## src/rtl/mux41_rr_arbiter_pkg.sv

```systemverilog
// Shared constants and types for the round-robin 4:1 mux arbiter.
// Port count, select/beat widths, FSM states and a one-hot helper.
package mux41_rr_arbiter_pkg;

  localparam int NPORT  = 4;
  localparam int SEL_W  = 2;
  localparam int BEAT_W = 4;

  typedef enum logic {
    ST_IDLE = 1'b0,
    ST_OWN  = 1'b1
  } state_t;

  function automatic logic [NPORT-1:0] onehot(
    input logic [SEL_W-1:0] i
  );
    onehot    = '0;
    onehot[i] = 1'b1;
  endfunction

endpackage

```

## src/rtl/mux41_rr_arbiter_rr_pick4.sv

```systemverilog
// Rotating-priority picker: first set req bit after ptr,
// searching ptr+1, ptr+2, ptr+3, ptr (mod 4).
module rr_pick4
  import mux41_rr_arbiter_pkg::*;
(
  input  logic [NPORT-1:0] req,
  input  logic [SEL_W-1:0] ptr,
  output logic             any,
  output logic [SEL_W-1:0] idx
);

  logic [SEL_W-1:0] w_cand;

  // Scan lowest to highest priority so the highest-priority hit wins.
  always_comb begin
    any    = |req;
    idx    = ptr;
    w_cand = ptr;
    for (int k = NPORT; k >= 1; k--) begin
      w_cand = ptr + SEL_W'(k);
      if (req[w_cand]) idx = w_cand;
    end
  end

endmodule

```

## src/rtl/mux41_rr_arbiter.sv

```systemverilog
// Round-robin burst arbiter sharing one channel between four requesters.
// Registered sel/gnt; y, ack and out_valid follow combinationally.
module mux41_rr_arbiter
  import mux41_rr_arbiter_pkg::*;
#(
  parameter int DW    = 4,
  parameter int BURST = 4
) (
  input  logic             clk,
  input  logic             rst,
  input  logic [NPORT-1:0] req,
  input  logic [DW-1:0]    a,
  input  logic [DW-1:0]    b,
  input  logic [DW-1:0]    c,
  input  logic [DW-1:0]    d,
  input  logic             out_ready,
  output logic [SEL_W-1:0] sel,
  output logic [NPORT-1:0] gnt,
  output logic [DW-1:0]    y,
  output logic             out_valid,
  output logic [NPORT-1:0] ack,
  output logic             busy
);

  localparam logic [BEAT_W-1:0] LAST = BEAT_W'(BURST - 1);

  state_t           r_state;
  state_t           w_next;
  logic [SEL_W-1:0] r_sel;
  logic [SEL_W-1:0] r_ptr;
  logic [NPORT-1:0] r_gnt;
  logic [BEAT_W-1:0] r_beat;

  logic             w_own;
  logic             w_req_sel;
  logic             w_accept;
  logic             w_release;
  logic             w_any;
  logic [SEL_W-1:0] w_idx;
  logic [SEL_W-1:0] w_pick_ptr;

  assign sel = r_sel;
  assign gnt = r_gnt;

  assign w_own     = (r_state == ST_OWN);
  assign w_req_sel = req[r_sel];
  assign w_accept  = w_own & w_req_sel & out_ready;
  assign w_release = w_own &
                     ((w_accept & (r_beat == LAST)) | ~w_req_sel);

  // On release the owner becomes lowest priority for the re-pick.
  assign w_pick_ptr = w_release ? r_sel : r_ptr;

  rr_pick4 u_pick (
    .req (req),
    .ptr (w_pick_ptr),
    .any (w_any),
    .idx (w_idx)
  );

  // State register.
  always_ff @(posedge clk or posedge rst) begin
    if (rst) r_state <= ST_IDLE;
    else     r_state <= w_next;
  end

  // Next state: grab on any request, drop to idle when nobody is left.
  always_comb begin
    w_next = r_state;
    case (r_state)
      ST_IDLE: if (w_any) w_next = ST_OWN;
      ST_OWN:  if (w_release && !w_any) w_next = ST_IDLE;
      default: w_next = ST_IDLE;
    endcase
  end

  // Owner, grant, beat counter and round-robin pointer.
  always_ff @(posedge clk or posedge rst) begin
    if (rst) begin
      r_sel  <= '0;
      r_gnt  <= '0;
      r_beat <= '0;
      r_ptr  <= SEL_W'(NPORT - 1);
    end else if (!w_own) begin
      if (w_any) begin
        r_sel  <= w_idx;
        r_gnt  <= onehot(w_idx);
        r_beat <= '0;
      end
    end else if (w_release) begin
      r_ptr  <= r_sel;
      r_beat <= '0;
      if (w_any) begin
        r_sel <= w_idx;
        r_gnt <= onehot(w_idx);
      end else begin
        r_gnt <= '0;
      end
    end else if (w_accept) begin
      r_beat <= r_beat + BEAT_W'(1);
    end
  end

  // Handshake outputs derived from the current owner.
  always_comb begin
    out_valid = w_own & w_req_sel;
    busy      = w_own;
    ack       = '0;
    if (w_accept) ack[r_sel] = 1'b1;
  end

  // Unregistered data mux so y tracks sel in the same cycle.
  always_comb begin
    case (r_sel)
      2'd0:    y = a;
      2'd1:    y = b;
      2'd2:    y = c;
      default: y = d;
    endcase
  end

endmodule

```

## config.mk

```make
export PLATFORM = sky130hd
export DESIGN_NAME = mux41_rr_arbiter
export DESIGN_NICKNAME = d
export VERILOG_FILES = /design/src/rtl/mux41_rr_arbiter_pkg.sv /design/src/rtl/mux41_rr_arbiter_rr_pick4.sv /design/src/rtl/mux41_rr_arbiter.sv
export SDC_FILE = /design/constraint.sdc
export NUM_CORES = 1
export LEC_CHECK = 0
export BUFFER_PORTS_ARGS = -buffer_cell sky130_fd_sc_hd__buf_2
export CELL_PAD_IN_SITES_DETAIL_PLACEMENT = 0
export CELL_PAD_IN_SITES_GLOBAL_PLACEMENT = 1
export CORE_MARGIN = 3
export CORE_UTILIZATION = 35
export CTS_CLUSTER_DIAMETER = 150
export DETAILED_ROUTE_END_ITERATION = 16
export MAX_ROUTING_LAYER = met4
export PLACE_DENSITY = 0.87
export SYNTH_ARGS = -nofsm -noshare
export SYNTH_HDL_FRONTEND = slang
export SYNTH_SLANG_ARGS = --single-unit
export TNS_END_PERCENT = 5
```

## constraint.sdc

```tcl
create_clock -name clk -period 2.27 [get_ports clk]
set_input_delay 0.1135 -clock clk [delete_from_list [all_inputs] [get_ports clk]]
set_output_delay 0.1135 -clock clk [all_outputs]
set_load 0.05 [all_outputs]
```

==> results.ini <==
[cells_and_area]
antenna_cells = 0
final_nets = 158
fill_cells = 250
layout.cells.non_filler = 163
drive_above_1_share_pct = 51.1
syn2layout_area_growth_pct = 31.8
finish.utilization_pct = 49.7

[power]
clkPwrFrac_pct = 7.3
leakage_nw = 0.610
p_seq_share_pct = 21.8
totalPowerFinal_mw = 1.85
switchingPower_mw = 0.971
p_int_mw = 0.882
p_comb_share_pct = 70.9
powerDensity_mw_per_mm2 = 1460
vdd_drop_max_v = 0.000930
netSwitchingFraction_pct = 52.4

[detailed_routing]
first_pass_iters = 4
drtIter0Drc = 14
final_antenna_net_count = 0
vias = 864
routed_wl_um = 2430
drcViolationCount = 0
wl_per_cell_um = 14.9
via_per_inst = 5.30

[yosys]
synth-edff-count = 0
synthXorXnorAreaFrac_pct = 1.83
synth-seq-cells = 13
synth.avg_cell_area_um2 = 10.4
synth.cell_area_um2 = 960
synth_compound_area_share_pct = 20.1
synthFlopType = dfrtp_1
syn-num-nets = 116
synth-seq-area-share_pct = 34.2
synthCells = 92
synth_top_family_by_area = compound AO/OA/AOI/OAI gates
synth.most_common_cell = nand2_1
synth_top_area_cell = dfrtp_1
synth.area.mux_share_pct = 18.6
synth_warnings = 0
synth_fa_ha_area_share_pct = 1.30
synth_common_cells = 12 x nand2_1, 11 x dfrtp_1, 6 x inv_1, 6 x nor2_1
yosys-top-cells-area = dfrtp_1 29%, mux4_2 12%, mux2_2 5.9%
synthArstFlopShare_pct = 100
synth-simple-area-share_pct = 19.9
netlist.area_leader.share_pct = 28.7
synth.distinct_cells = 42

[clocking]
cts.sinks = 13
cts_tree = built
cts_max_path_buffers = 2
cts_made_buffers = 3
postCtsSetupBuffers = 0
path_clk_slew_ps = 70
clkLatencyLatePin_ps = 270
htreeDepth = 1
cts_root_buf = clkbuf_4

[place]
routabilityCongestion = 0.826
place_inst = 158
portBuffers = 38
place.detailed.hpwl_um = 2000

[floorplan]
rows = 18
die_area_mm2 = 0.00341
die_h_um = 58.4
core_mm2 = 0.00254
num_io_pins = 39
die_w_um = 58.4
initial_core_util_pct = 37.7

[global_route]
grt_usage_pct = 15.8
grt_overflow_total = 0
grt_max_degree = 14
grt_pass1_wl_um = 4000
grt_pass1_vias = 889
antenna_found_initial = 0

[timing]
post-route-period-util_pct = 94.7
final-hold-violation-count = 0
timing.fmax_ghz = 0.465
worstMarginPinSlew_ps = 582
final_max_slew_viol_count = 0
finalCriticalPeriod_ps = 2150
rsz0062_at_grt = false
tns_ps = 0
slew_headroom_pct = 60.8
clock_skew_ps = 0.720
setup_violations = 0

[critical_path]
critPathCaptureType = register
critical_path_required_ps = 2420
cp_max_fo = 5
critPathLaunchType = register
cp.arrival_ps = 2300
critPathKind = reg2reg

[flow_run]
drv_cap = 0

[worst_hold_path]
hold_path.class = in2reg

[run_status]
status = finished, final reports clean

==> through the flow <==
stage,hold slack (ps),setup WS [ps],instance area [um2]
global route,230,15.1,1260
CTS,237,95.6,1250
global placement,147,160,1210
floorplan,-11.0,7.86,990
detailed placement,154,116,1210
finish,239,120,1260
==> final cells by class <==
class                      instances  area [um2]  area share, %
tap                               30        37.5           2.97
clock buffer                       4        26.3           2.08
timing repair buffer              41         215           17.0
inverter                           6        22.5           1.78
multi-input combinational         69         634           50.1
sequential                        13         329           26.0
==> power groups by stage <==
| stage | Combinational [mW] | Clock, mW | Sequential, mW |
|---|---|---|---|
| after floorplan | 0.919 | 0 | 0.546 |
| after global placement | 1.29 | 0 | 0.400 |
| after detailed placement | 1.32 | 0 | 0.407 |
| after CTS | 1.32 | 0.144 | 0.404 |
| after global routing | 1.41 | 0.161 | 0.416 |
| final | 1.31 | 0.136 | 0.403 |
==> repair_timing <==
item | in CTS | in global routing
hold buffers | 1 | 0
endpoints found under the setup margin | 0 | 3
resized for setup | 0 | 1
hold endpoints to repair | 11 | 0
==> cell families (layout without fill, tap and decap cells) <==
logic type / after synthesis / count (layout)
adder cells (fa/ha/maj): 1 / 1
flip-flops: 13 / 13
XOR/XNOR: 2 / 2
buffers and inverters: 10 / 51
AO/OA/AOI/OAI: 20 / 20
multiplexers: 11 / 11
AND/OR/NAND/NOR: 35 / 35
==> routing by layer <==
metal,wire length (um),part of all wire [%],track usage [%],up-vias
li1,-,-,-,420
met1,939,39,16.6,407
met2,1260,52,28.2,33
met3,194,8.0,2.85,4
met4,32,1.3,7.95,0
met5,0,0,-,-
==> registers in the layout (all words and copies together), names as in the netlist <==
signal and cells:
sel 2, r_beat 4, gnt 4, busy 1, r_ptr 2
==> final timing paths <==
check | slack [ps] | cells past startpoint | end | startpoint
max | 120 | 6 | sel[1] | sel[1]
min | 240 | 2 | busy | req[0]
max reg2reg | 120 | 6 | sel[1] | sel[1]
min reg2reg | 490 | 2 | gnt[1] | gnt[1]
max in group asynchronous | 1530 | 3 | sel[1] | rst
min in group asynchronous | 400 | 3 | gnt[2] | rst
==> cells in the final DEF, fill, tap and decap left out, drive strengths merged, types with 4 or more instances in the layout <==
cell | synthesis | layout
a21oi | 4 | 4
dfrtp | 11 | 11
mux2 | 5 | 5
inv | 6 | 6
mux4 | 5 | 5
nor2 | 6 | 6
clkbuf | 2 | 4
nor2b | 4 | 4
and2 | 4 | 4
nand2 | 12 | 12
buf | 2 | 40
==> worst max-delay path: stages (launching register included) <==
cell and delay [ps]:
dfrtp_2 370, mux4_2 520, a21bo_2 250, a21oi_4 210, mux2i_1 240, o211ai_2 150, mux2_2 300
(Power assumes the default switching activity.)
